[src/rtl/alt_vipcts131_arb_pkg.sv]
// Shared types and constants for the two-input packet arbiter.
package alt_vipcts131_arb_pkg;

  typedef enum logic [1:0] {
    ST_IDLE   = 2'd0,
    ST_GRANT0 = 2'd1,
    ST_GRANT1 = 2'd2
  } arb_state_e;

  localparam logic IN0 = 1'b0;
  localparam logic IN1 = 1'b1;

  localparam logic [1:0] GRANT_NONE = 2'b00;
  localparam logic [1:0] GRANT_IN0  = 2'b01;
  localparam logic [1:0] GRANT_IN1  = 2'b10;

  function automatic logic [1:0] grant_onehot(input arb_state_e st);
    case (st)
      ST_GRANT0: grant_onehot = GRANT_IN0;
      ST_GRANT1: grant_onehot = GRANT_IN1;
      default:   grant_onehot = GRANT_NONE;
    endcase
  endfunction

endpackage

[src/rtl/alt_vipcts131_common_stream_output_reg.sv]
// Single registered valid/ready stage; accepts a new beat whenever empty or draining.
module alt_vipcts131_common_stream_output_reg #(
  parameter int DATA_WIDTH = 10
) (
  input  logic                  clk,
  input  logic                  rst,
  input  logic                  in_valid,
  input  logic [DATA_WIDTH-1:0] in_data,
  input  logic                  in_sop,
  input  logic                  in_eop,
  output logic                  in_ready,
  output logic                  out_valid,
  output logic [DATA_WIDTH-1:0] out_data,
  output logic                  out_sop,
  output logic                  out_eop,
  input  logic                  out_ready
);

  logic                  valid_q;
  logic [DATA_WIDTH-1:0] data_q;
  logic                  sop_q;
  logic                  eop_q;

  assign in_ready  = ~valid_q | out_ready;
  assign out_valid = valid_q;
  assign out_data  = data_q;
  assign out_sop   = sop_q;
  assign out_eop   = eop_q;

  always_ff @(posedge clk) begin
    if (rst) begin
      valid_q <= 1'b0;
      data_q  <= '0;
      sop_q   <= 1'b0;
      eop_q   <= 1'b0;
    end else if (in_valid && in_ready) begin
      valid_q <= 1'b1;
      data_q  <= in_data;
      sop_q   <= in_sop;
      eop_q   <= in_eop;
    end else if (out_ready) begin
      valid_q <= 1'b0;
    end
  end

endmodule

[src/rtl/alt_vipcts131_common_packet_arbiter.sv]
// Two-input packet arbiter holding the grant from sop to eop; round-robin by default,
// fixed priority to input 0 when ALT_VIPCTS131_ARB_FIXED_PRIO_EN is defined.
module alt_vipcts131_common_packet_arbiter
  import alt_vipcts131_arb_pkg::*;
#(
  parameter int DATA_WIDTH = 10
) (
  input  logic                  clk,
  input  logic                  rst,
  input  logic                  din0_valid,
  input  logic [DATA_WIDTH-1:0] din0_data,
  input  logic                  din0_sop,
  input  logic                  din0_eop,
  output logic                  din0_ready,
  input  logic                  din1_valid,
  input  logic [DATA_WIDTH-1:0] din1_data,
  input  logic                  din1_sop,
  input  logic                  din1_eop,
  output logic                  din1_ready,
  output logic                  dout_valid,
  output logic [DATA_WIDTH-1:0] dout_data,
  output logic                  dout_sop,
  output logic                  dout_eop,
  input  logic                  dout_ready,
  output logic [1:0]            grant,
  output logic                  drop0,
  output logic                  drop1
);

  arb_state_e            state_q, state_d;
  logic                  stage_ready;
  logic                  stage_valid;
  logic [DATA_WIDTH-1:0] stage_data;
  logic                  stage_sop;
  logic                  stage_eop;
  logic                  req0, req1;
  logic                  acc_eop0, acc_eop1;
  logic                  tie_to_in1;

  assign req0     = din0_valid & din0_sop;
  assign req1     = din1_valid & din1_sop;
  assign acc_eop0 = (state_q == ST_GRANT0) & din0_valid & stage_ready & din0_eop;
  assign acc_eop1 = (state_q == ST_GRANT1) & din1_valid & stage_ready & din1_eop;

`ifdef ALT_VIPCTS131_ARB_FIXED_PRIO_EN
  assign tie_to_in1 = 1'b0;
`else
  logic last_grant_q, last_grant_d;
  // The input that did not win last time takes the tie.
  assign tie_to_in1 = (last_grant_q == IN0);
`endif

  always_ff @(posedge clk) begin
    if (rst) begin
      state_q <= ST_IDLE;
`ifndef ALT_VIPCTS131_ARB_FIXED_PRIO_EN
      last_grant_q <= IN1;
`endif
    end else begin
      state_q <= state_d;
`ifndef ALT_VIPCTS131_ARB_FIXED_PRIO_EN
      last_grant_q <= last_grant_d;
`endif
    end
  end

  always_comb begin
    state_d = state_q;
`ifndef ALT_VIPCTS131_ARB_FIXED_PRIO_EN
    last_grant_d = last_grant_q;
`endif
    case (state_q)
      ST_IDLE: begin
        if (req0 && req1) state_d = tie_to_in1 ? ST_GRANT1 : ST_GRANT0;
        else if (req0)    state_d = ST_GRANT0;
        else if (req1)    state_d = ST_GRANT1;
      end
      ST_GRANT0: begin
        if (acc_eop0) begin
          state_d = ST_IDLE;
`ifndef ALT_VIPCTS131_ARB_FIXED_PRIO_EN
          last_grant_d = IN0;
`endif
        end
      end
      ST_GRANT1: begin
        if (acc_eop1) begin
          state_d = ST_IDLE;
`ifndef ALT_VIPCTS131_ARB_FIXED_PRIO_EN
          last_grant_d = IN1;
`endif
        end
      end
      default: state_d = ST_IDLE;
    endcase
  end

  always_comb begin
    din0_ready  = 1'b0;
    din1_ready  = 1'b0;
    drop0       = 1'b0;
    drop1       = 1'b0;
    stage_valid = 1'b0;
    stage_data  = din0_data;
    stage_sop   = din0_sop;
    stage_eop   = din0_eop;
    case (state_q)
      ST_GRANT0: begin
        din0_ready  = stage_ready;
        stage_valid = din0_valid;
      end
      ST_GRANT1: begin
        din1_ready  = stage_ready;
        stage_valid = din1_valid;
        stage_data  = din1_data;
        stage_sop   = din1_sop;
        stage_eop   = din1_eop;
      end
      default: ;
    endcase
    // Non-granted mid-packet beats are swallowed so a broken producer cannot stall.
    if (state_q != ST_GRANT0 && din0_valid && !din0_sop) begin
      din0_ready = 1'b1;
      drop0      = 1'b1;
    end
    if (state_q != ST_GRANT1 && din1_valid && !din1_sop) begin
      din1_ready = 1'b1;
      drop1      = 1'b1;
    end
    if (rst) begin
      din0_ready  = 1'b0;
      din1_ready  = 1'b0;
      drop0       = 1'b0;
      drop1       = 1'b0;
      stage_valid = 1'b0;
    end
  end

  assign grant = grant_onehot(state_q);

  alt_vipcts131_common_stream_output_reg #(
    .DATA_WIDTH(DATA_WIDTH)
  ) u_out_reg (
    .clk      (clk),
    .rst      (rst),
    .in_valid (stage_valid),
    .in_data  (stage_data),
    .in_sop   (stage_sop),
    .in_eop   (stage_eop),
    .in_ready (stage_ready),
    .out_valid(dout_valid),
    .out_data (dout_data),
    .out_sop  (dout_sop),
    .out_eop  (dout_eop),
    .out_ready(dout_ready)
  );

endmodule
[config.mk]
export PLATFORM = sky130hd
export DESIGN_NAME = alt_vipcts131_common_packet_arbiter
export DESIGN_NICKNAME = d
export VERILOG_FILES = /design/src/rtl/alt_vipcts131_arb_pkg.sv /design/src/rtl/alt_vipcts131_common_stream_output_reg.sv /design/src/rtl/alt_vipcts131_common_packet_arbiter.sv
export SDC_FILE = /design/constraint.sdc
export NUM_CORES = 1
export LEC_CHECK = 0
export BUFFER_PORTS_ARGS = -buffer_cell sky130_fd_sc_hd__buf_2
export CAP_MARGIN = 0
export CORE_MARGIN = 1
export CORE_UTILIZATION = 25
export CTS_CLUSTER_DIAMETER = 30
export CTS_CLUSTER_SIZE = 16
export DETAILED_ROUTE_END_ITERATION = 16
export PLACE_DENSITY = 0.52
export SLEW_MARGIN = 15
export SYNTH_ARGS = -nofsm -noshare
export SYNTH_HDL_FRONTEND = slang
export SYNTH_HIERARCHICAL = 1
export SYNTH_SLANG_ARGS = --single-unit
[constraint.sdc]
create_clock -name clk -period 1.86 [get_ports clk]
set_clock_uncertainty 0.1 [all_clocks]
set_input_delay 0.279 -clock clk [delete_from_list [all_inputs] [get_ports clk]]
set_output_delay 0.279 -clock clk [all_outputs]
set_load 0.02 [all_outputs]
Yosys cells after proc, flatten, opt, wreduce, memory -nomap -nowiden
Index checks and enable logic that the tools add are counted.
W data, S select, Z words.
- word-level logic and storage cells: 64
- output and inout port bits: 19
- register bits after elaboration: 16
- equality and inequality tests: 7
- reductions and logical operators: 13
- muxes and demuxes: 28
- bitwise logic cells: 10
- operators with widths (operator ; count):
    $mux W1 ; 17
    $mux W2 ; 6
    $mux W10 ; 1
    $and A1 B1 Y1 ; 8
    $logic_and A1 B1 Y1 ; 6
    $ne A2 B2 Y1 const B ; 3
    $pmux W2 S3 ; 1
    $reduce_and A3 Y1 ; 2
    $ne A4 B4 Y1 const B ; 1
    $pmux W1 S2 ; 2
    $pmux W2 S2 ; 1
    $reduce_bool A2 Y1 ; 2
    $eq A2 B1 Y1 const B ; 1
    $eq A2 B2 Y1 const B ; 1
    $logic_not A1 Y1 ; 2
    $logic_not A2 Y1 ; 1
    $ne A2 B1 Y1 const B ; 1
    $not A1 Y1 ; 1
    $or A1 B1 Y1 ; 1

Logic depth before layout (Yosys ltp)
Gate-level depths: netlist (run 1).
- depth after elaboration: 6
- depth in mapped cells: 10

By module
Netlist (run 1), hierarchy kept.
- modules (own cells, without submodules) (module ; cells each ; area each (um^2) ; instances ; seq. area each (um^2)):
    alt_vipcts131_common_stream_output_reg ; 59 ; 598.1 ; 1 ; 260.2
    alt_vipcts131_common_packet_arbiter ; 48 ; 464.2 ; 1 ; 60.1

Least setup slack after synthesis (run 1)
No wires, ideal clock.
- kind: register -> output
- from: register state_q[1]
- to: output port din0_ready
- arrival time: 1.779 ns
- cell stages (with the launch flop): 5
- setup slack: -0.298 ns
- path buffers: 0
- required time: 1.481 ns
- cells stage by stage: dfxtp_1 -> inv_1 -> ha_1 -> nor4b_1 -> a21o_1
- longest elaborated chain between the ends: 5
- elaborated cells between the ends (all ways): 7
- ends and longest elaborated chain (item ; line ; RTL):
    start: declaration ; alt_vipcts131_common_packet_arbiter.sv:30 ; arb_state_e state_q, state_d;
    start signal: assignment ; alt_vipcts131_common_packet_arbiter.sv:60 ; state_q <= state_d;
    $ne A2 B1 Y1 ; alt_vipcts131_common_packet_arbiter.sv:122 ; if (state_q != ST_GRANT0 && din0_valid && !din0_sop) begin
    $logic_and A1 B1 Y1 (2 in series) ; alt_vipcts131_common_packet_arbiter.sv:122 ;
    $mux W1 * ; alt_vipcts131_common_packet_arbiter.sv:122 ;
    $mux W1 * ; alt_vipcts131_common_packet_arbiter.sv:130 ; if (rst) begin
    end: declaration ; alt_vipcts131_common_packet_arbiter.sv:14 ; output logic din0_ready,
Every way passes the cells marked *; elsewhere a longest branch is shown, timed or not.

Final worst setup path (run 1)
- from: register state_q[0]
- to: output port din1_ready
- longest elaborated chain between the ends: 5
- elaborated cells between the ends (all ways): 7
- ends and longest elaborated chain (item ; line ; RTL):
    $ne A2 B2 Y1 ; alt_vipcts131_common_packet_arbiter.sv:126 ; if (state_q != ST_GRANT1 && din1_valid && !din1_sop) begin
    $logic_and A1 B1 Y1 (2 in series) ; alt_vipcts131_common_packet_arbiter.sv:126 ;
    $mux W1 * ; alt_vipcts131_common_packet_arbiter.sv:126 ;
    $mux W1 * ; alt_vipcts131_common_packet_arbiter.sv:130 ;
    end: declaration ; alt_vipcts131_common_packet_arbiter.sv:19 ; output logic din1_ready,
Marked as above.

==> results of run 1 <==
==> timing repair <==
item                                    CTS  global route
pin swaps                                 0             1
endpoints found under the setup margin    4             8
gates resized for setup                   4             8
==> final timing paths <==
check | endpoint | slack (ns) | cells after the start
worst max-delay path | din1_ready | 0.07 | 5
worst min-delay path | last_grant_q | 0.29 | 2
worst max register to register | u_out_reg/out_eop | 0.27 | 7
worst min register to register | last_grant_q | 0.40 | 1
==> synthesized netlist by cell type, types with 2 or more instances <==
master     n  area [um^2]
a21bo_1    6         60.1
mux2i_1    2         20.0
a21oi_1    7         35.0
nand2b_1   3         18.8
a21bo_2    6         60.1
buf_6      2         22.5
nand2_1    5         18.8
nand3_1   14         70.1
dfxtp_1   16          320
a21o_1     2         15.0
nor2b_1    2         12.5
inv_1      3         11.3
a21oi_2    6         52.6
mux2_2    12          135
buf_2      3         15.0
ha_1       5         62.6
==> area by class of cell <==
class	count	area, um^2	share of cell area [%]
multi-input cells	79	707	49.3
flip-flops and latches	16	328	22.8
repair buffers	53	285	19.9
well taps	50	62.6	4.36
clock buffers	3	41.3	2.88
inverters	3	11.3	0.785
==> power by group through the flow <==
stage	Sequential, mW	Combinational, mW	Clock, mW
after global routing	0.393	0.467	0.287
after CTS	0.382	0.415	0.267
after global placement	0.386	0.400	0
after detailed placement	0.388	0.406	0
final	0.389	0.429	0.255
after floorplan	0.393	0.297	0
==> layer usage <==
layer  up-vias  track usage, %
li1        476               -
met2        29            21.5
met3         4            3.21
met1       435            15.0
met5         -               0
met4         0            4.79
==> flip-flops by register name (all words and copies together), names as in the netlist <==
| name | flops |
|---|---|
| state_q | 2 |
| last_grant_q | 1 |
| u_out_reg/out_sop | 1 |
| u_out_reg/out_data | 10 |
| u_out_reg/out_eop | 1 |
| u_out_reg/out_valid | 1 |
==> kinds of logic after synthesis <==
logic type | after synthesis | synth area share (%)
AO/OA/AOI/OAI | 31 | 24.5
adder cells (fa/ha/maj) | 5 | 5.89
buffers and inverters | 12 | 8.36
flip-flops | 16 | 30.2
multiplexers | 14 | 14.6
AND/OR/NAND/NOR | 29 | 16.5
==> metrics.yaml, run 1 <==
cp-startpoint: "state_q[0]"
synthArstFlopShare_pct: 0
drcViolationCount: 0
most-common-layout-cells: "buf_2, nand3_1, dfxtp_1"
num_rows: 23
grt_pass1_wl_um: 4300
syn-num-nets: 141
postRouteAntennaNets: 0
placed_area_um2: 1350
finalCritPeriodShare_pct: 96.2
grt_max_degree: 26
numCtsBuffers: 3
crit_required_ns: 1.48
wl_met3_um: 143
cts_tree: "done"
io_buffers: 47
cts.sinks: 16
fin_cells: 204
pwr-share-seq_pct: 36.3
min_period_ns: 1.79
r2r_start: "state_q[0]"
finalNetCount: 190
die_y_um: 67.2
synth.distinct_cells: 29
dp.cells: 201
dieWidth_um: 67.2
routedWlPerCell_um: 13.3
rsz0062_at_grt: "false"
crit_buf_inv: 2
tightest_slew_ns: 0.242
place.gp.congestion: 0.781
dp_slack_ns: 0.0496
yosysWarnings: 6
post-cts-setup-buffers: 0
path_clk_slew_ns: 0.06
status: "finished, final reports clean"
overflow: 0
slowest_delay_ns: 0.38
drtIter0Drc: 11
dieArea_um2: 4510
wl_met2_um: 1320
critPathCaptureType: "output port"
crit_path_top_delay_cell: "dfxtp_4"
synth_area_um2: 1060
max_freq_mhz: 559
ys_seq_area_share_pct: 30.2
clk_latency_ns: 0.24
core_area_um2: 4030
fillerInstances: 430
hold_violations: 0
avgSynthCellArea_um2: 9.93
first_global_vias: 943
final.setup.tns_ns: 0
slew_headroom_pct: 83.9
critPathTopFamily: "flip-flops"
hp-start: "rst"
antenna_found_initial: 0
ctsRootBufferMaster: "clkbuf_8"
startpoint_type: "flip-flop"
ys_ff_latch: 16
hold_ws_ns: 0.290
fin_ws_ns: 0.0703
netlist_instances: 107
area_delta_synth_final_pct: 35.1
setup_viol: 0
start_util_pct: 26.4
synthFlopType: "dfxtp_1"
fin_util_pct: 35.6
leakage_nw: 0.637
crit_type: "flip-flop to output port"
totalPowerFinal_mw: 1.07
wl_met1_um: 1190
p_sw_uw: 345
track_usage_pct: 12.6
htree_num_levels: 1
peakVddDrop_mv: 0.231
drive_gt1_share_pct: 59.7
maxUsedRoutingLayer: "met4"
min_path_type: "primary input to flip-flop"
cp_cell_sequence: "inv_2 > ha_4 > nor4b_4 > a21o_1 > buf_4"
vias: 944
holdBufCountCts: 0
worstPathArrival_ns: 1.41
power.internal_uw: 728
p_sw_share_pct: 32.2
design_area_um2: 1440
wl_um: 2710
maxCapViolations: 0
power_density_nw_per_um2: 748
num_io_pins: 48
maxSlewViolCount: 0
first_pass_iters: 4
synth-edff-count: 0
comb_power_share_pct: 40.0
dp_hpwl_um: 2070
cp_max_fo: 8
clkPwrFrac_pct: 23.8
final_common_cell: "buf_2"
num_antenna_cells: 0
viasPerCell: 4.63
clock_tree.buffer_depth: 2
Note: power is estimated with default switching activity, not from simulation.
==> run 2, diff against run 1 <==
==> constraint.sdc (replaced) <==
create_clock -name clk -period 1.6 [get_ports clk]
set_clock_uncertainty 0.1 [all_clocks]
set_input_delay 0.24 -clock clk [delete_from_list [all_inputs] [get_ports clk]]
set_output_delay 0.24 -clock clk [all_outputs]
set_load 0.02 [all_outputs]
==> run 2 against run 1 <==
Design area rose by 12%; the run now ends with negative setup slack left; non-clock buffer count increased by 9; total power rose by 36%; largest power group unchanged; cell count rose by 4.9%; utilization up 4.2 points; first-iteration DRC count is 120% higher; die area did not move; wire length rose by 5.8%; clock-buffer cell count is 1 higher.
==> metrics.yaml, run 2 (synthesis results as in run 1) <==
drive_gt1_share_pct: 65.9  # +6.1 points
critPathCaptureType: "output port"
final_common_cell: "buf_2"
cp_max_fo: 4  # -4
worstPathArrival_ns: 1.47  # +0.06 ns
crit_buf_inv: 3  # +1
setup_viol: 18  # +18
drtIter0Drc: 24  # +13
num_rows: 23  # unchanged
htree_num_levels: 1  # unchanged
crit_path_frequent_cell: "buf_6"
status: "finished, violations left"
core_area_um2: 4030  # unchanged
cts.sinks: 16  # unchanged
place.gp.congestion: 0.760  # -2.7%
min_period_ns: 1.81
wl_um: 2870  # +5.8%
overflow: 0  # unchanged
grt_max_degree: 26  # unchanged
startpoint_type: "flip-flop"
peakVddDrop_mv: 0.555  # +140%
crit_type: "flip-flop to output port"
crit_path_top_delay_cell: "dfxtp_2"
grt_pass1_wl_um: 4710  # +9.5%
hold_ws_ns: 0.303  # +0.0126 ns
track_usage_pct: 13.8  # +1.3 points
ctsRootBufferMaster: "clkbuf_8"
dieWidth_um: 67.2  # unchanged
postRouteAntennaNets: 0  # unchanged
holdBufCountCts: 0  # unchanged
drcViolationCount: 0  # unchanged
min_path_type: "primary input to flip-flop"
clk_latency_ns: 0.25  # about the same
critPathTopFamily: "flip-flops"
cts_tree: "done"
die_y_um: 67.2  # unchanged
first_global_vias: 1027  # +8.9%
viasPerCell: 4.79  # +3.5%
leakage_nw: 0.711  # +12%
fin_cells: 214  # +4.9%
dp.cells: 204  # +1.5%
num_antenna_cells: 0  # unchanged
maxSlewViolCount: 0  # unchanged
tightest_slew_ns: 0.308  # +0.0654 ns
crit_required_ns: 1.26  # -0.22 ns
hold_violations: 0  # unchanged
maxCapViolations: 0  # unchanged
finalNetCount: 199  # +4.7%
first_pass_iters: 4  # unchanged
fin_ws_ns: -0.214  # -0.284 ns
rsz0062_at_grt: "true"
slew_headroom_pct: 79.5  # -4.4 points
slowest_delay_ns: 0.36  # -0.02 ns
largest_register_ffs: 10  # unchanged
numCtsBuffers: 3  # unchanged
start_util_pct: 26.4  # unchanged
cp_cell_sequence: "inv_4 > ha_4 > buf_6 > nor4b_4 > a21o_1 > buf_6"
num_io_pins: 48  # unchanged
finalCritPeriodShare_pct: 113
power_density_nw_per_um2: 913  # +22%
io_buffers: 47  # unchanged
dieArea_um2: 4510  # unchanged
max_freq_mhz: 551
area_delta_synth_final_pct: 51.0
violations: "negative setup slack"
clock_tree.buffer_depth: 2  # unchanged
antenna_found_initial: 0  # unchanged
routedWlPerCell_um: 13.4  # +0.85%
vias: 1025  # +8.6%
path_clk_slew_ns: 0.07  # about the same
dp_hpwl_um: 2050  # -1.1%
most-common-layout-cells: "buf_2, dfxtp_1, mux2_2, nand3_1, buf_4"
-- run 2: cell type report --
| class | instances | area [um^2] |
|---|---|---|
| Tap cell | 50 | 62.6 |
| Inverter | 3 | 13.8 |
| Fill cell | 421 | 2420 |
| Multi-Input combinational cell | 79 | 738 |
| Sequential cell | 16 | 325 |
| Timing Repair Buffer | 62 | 409 |
| Clock buffer | 4 | 55.1 |
-- run 2: power by group --
part	switching (mW)	internal, mW	leakage, nW	total [mW]
clock	0.143	0.218	0.0288	0.361
combinational	0.296	0.362	0.552	0.658
sequential	0.0206	0.424	0.130	0.445
total	0.460	1.00	0.711	1.46
-- run 2: tightest hold or removal path, cell delays in order --
cell and delay [ns]:
buf_2 0.07, mux2_2 0.13, nand3_1 0.07, a21oi_2 0.11
-- run 2: path summary, 6_finish.rpt --
check	start	to	slack (ns)	cells past startpoint
setup / recovery	state_q[1]	din0_ready	-0.21	6
hold / removal	din0_data[4]	u_out_reg/out_data[4]	0.30	4
setup reg to reg	state_q[1]	u_out_reg/out_sop	-0.16	9
hold reg to reg	last_grant_q	last_grant_q	0.39	1
-- run 2: routing by layer --
layer | global-route usage (%) | vias to the layer above | wire length [um]
met5 | 0 | - | 0
met4 | 2.39 | 0 | 16
met3 | 5.07 | 2 | 204
met2 | 22.9 | 34 | 1360
met1 | 17.3 | 493 | 1280
li1 | - | 496 | -
-- run 2: per-stage QoR --
stage          TNS [ns]  setup slack, ns  cell area [um^2]  power [mW]  util [%]
2_1_floorplan     -1.88           -0.159              1100       0.812         -
3_3_place_gp   -0.00628         -0.00231              1410       0.974      35.1
3_5_place_dp     -0.191          -0.0397              1410       0.983      35.1
4_1_cts           -2.43           -0.205              1580        1.47      39.3
5_1_grt           -3.98           -0.275              1600        1.55      39.8
6_report          -2.58           -0.214              1600        1.46      39.8
-- run 2: timing repair --
action | CTS | global route
cloned | 1 | 0
setup endpoints to repair | 16 | 20
buffers inserted | 5 | 0
resized for setup | 21 | 5
pin swaps | 9 | 4
==> run 3, diff against run 2 <==
--- a/config.mk
+++ b/config.mk
@@ -7,12 +7,14 @@
 export LEC_CHECK = 0
 export BUFFER_PORTS_ARGS = -buffer_cell sky130_fd_sc_hd__buf_2
 export CAP_MARGIN = 0
+export CELL_PAD_IN_SITES_DETAIL_PLACEMENT = 1
+export CELL_PAD_IN_SITES_GLOBAL_PLACEMENT = 2
 export CORE_MARGIN = 1
-export CORE_UTILIZATION = 25
+export CORE_UTILIZATION = 24
 export CTS_CLUSTER_DIAMETER = 30
 export CTS_CLUSTER_SIZE = 16
 export DETAILED_ROUTE_END_ITERATION = 16
-export PLACE_DENSITY = 0.52
+export PLACE_DENSITY = 0.77
 export SLEW_MARGIN = 15
 export SYNTH_ARGS = -nofsm -noshare
 export SYNTH_HDL_FRONTEND = slang
==> run 3 against run 2 <==
Combinational power is 9.3% higher; the run still ends with negative setup slack left; critical endpoint is now u_out_reg/out_eop; cell count is 3.3% higher; sequential power is 2% higher; first-iteration DRC count is 29% lower; via count is 1.9% higher; flip-flop and latch count stayed put.
==> metrics.yaml, run 3 (synthesis results as in run 1) <==
slew_headroom_pct: 82.1  # +2.6 points
maxCapViolations: 0  # unchanged
status: "finished, violations left"
ff2ff_path_depth: 9  # unchanged
vias: 1044  # +1.9%
area_delta_synth_final_pct: 59.2
max_freq_mhz: 573  # +3.9%
min_period_ns: 1.75  # -0.0675 ns
startpoint_type: "flip-flop"
dieArea_um2: 4700  # +4.0%
track_usage_pct: 14.9  # +1.0 points
crit_path_frequent_cell: "buf_6"
final.setup.tns_ns: -1.81  # +0.762 ns
holdBufCountCts: 0  # unchanged
die_y_um: 68.5  # +2.0%
overflow: 0  # unchanged
clock_tree.buffer_depth: 2  # unchanged
peakVddDrop_mv: 0.299  # -46%
fin_ws_ns: -0.146  # +0.0675 ns
num_rows: 23  # unchanged
cp_max_fo: 5  # +1
routedWlPerCell_um: 15.8  # +18%
design_area_um2: 1690  # +5.5%
fin_util_pct: 41.1  # +1.3 points
crit_type: "flip-flop to flip-flop"
tightest_slew_ns: 0.269  # -0.0385 ns
cts_tree: "done"
wl_um: 3490  # +22%
hold_depth: 2  # -2
cts.sinks: 16  # unchanged
worstPathArrival_ns: 1.83  # +0.36 ns
hold_ws_ns: 0.307  # +0.00441 ns
violations: "negative setup slack"
path_clk_slew_ns: 0.07  # about the same
numCtsBuffers: 3  # unchanged
maxSlewViolCount: 0  # unchanged
postRouteAntennaNets: 0  # unchanged
io_buffers: 47  # unchanged
final_common_cell: "buf_2"
viasPerCell: 4.72  # -1.4%
fillerInstances: 480  # +14%
rrSetupSlack_ns: -0.15  # about the same
hold_violations: 0  # unchanged
crit_required_ns: 1.69  # +0.43 ns
r2r_start: "state_q[1]"
cp-startpoint: "state_q[1]"
cp_cell_sequence: "inv_4 > ha_4 > buf_6 > a22oi_2 > nor3b_4 > buf_6 > buf_6 > a21bo_2 > a21oi_2"
dp_hpwl_um: 2350  # +15%
drive_gt1_share_pct: 70.2  # +4.3 points
first_global_vias: 1051  # +2.3%
clk_latency_ns: 0.25  # about the same
grt_max_degree: 26  # unchanged
finalCritPeriodShare_pct: 109  # -4.2 points
setup_viol: 18  # unchanged
power_density_nw_per_um2: 908  # -0.48%
hp-start: "rst"
slowest_delay_ns: 0.38  # +0.02 ns
ctsRootBufferMaster: "clkbuf_8"
placed_area_um2: 1390  # -1.8%
drtIter0Drc: 17  # -29%
rsz0062_at_grt: "true"
core_area_um2: 4120  # +2.1%
critPathCaptureType: "flip-flop"
first_pass_iters: 4  # unchanged
place.gp.congestion: 0.812  # +6.8%
drcViolationCount: 0  # unchanged
num_io_pins: 48  # unchanged
largest_register_ffs: 10  # unchanged
totalPowerFinal_mw: 1.54  # +5.0%
crit_path_top_delay_cell: "dfxtp_4"
htree_num_levels: 1  # unchanged
min_path_type: "primary input to flip-flop"
dieWidth_um: 68.5  # +2.0%
most-common-layout-cells: "buf_2, buf_6, nand3_1, dfxtp_1, a21oi_2"
finalNetCount: 206  # +3.5%
start_util_pct: 25.8  # -0.55 points
num_antenna_cells: 0  # unchanged
grt_pass1_wl_um: 5210  # +11%
leakage_nw: 0.751  # +5.6%
antenna_found_initial: 0  # unchanged
-- run 3: area by class of cell --
class	count	area [um^2]	share of cell area [%]
clock buffer	4	55.1	3.25
inverter	3	16.3	0.962
multi-input combinational	79	766	45.3
tap	50	62.6	3.70
timing repair buffer	69	464	27.4
sequential	16	328	19.4
-- run 3: metrics by stage --
step,instances,setup slack [ns]
after floorplan,107,-0.159
after global placement,204,-0.0684
after detailed placement,204,-0.157
after CTS,214,-0.127
after global routing,221,-0.210
final,221,-0.146
-- run 3: layer usage --
metal,up-vias,share of wire [%],track usage [%]
met4,0,1.1,1.82
met1,497,42,18.0
li1,510,-,-
met3,4,5.2,3.13
met2,33,52,27.5
met5,-,0,0
-- run 3: path summary, 6_finish.rpt --
path	end
worst min register to register	last_grant_q
worst max-delay path	u_out_reg/out_eop
worst min-delay path	last_grant_q
worst max register to register	u_out_reg/out_eop
-- run 3: power by group --
group	internal [mW]	switching [mW]
registers	0.427	0.0256
logic	0.401	0.318
clock network	0.218	0.147
-- run 3: repair_timing --
action                                 in CTS  in global routing
gates cloned                                1                  1
setup endpoints to repair                  17                 18
endpoints found under the hold margin       0                  0
pin swaps                                   4                 20
resized for setup                          23                 20
setup buffers                               5                  8
-- run 3: critical path, delay by kind of cell (launching register included) --
kind / cells / cell delay, ns
compound gates: 3 / 0.54
buf+inv: 4 / 0.41
flops: 1 / 0.38
fa+ha+maj: 1 / 0.17
simple gates: 1 / 0.09
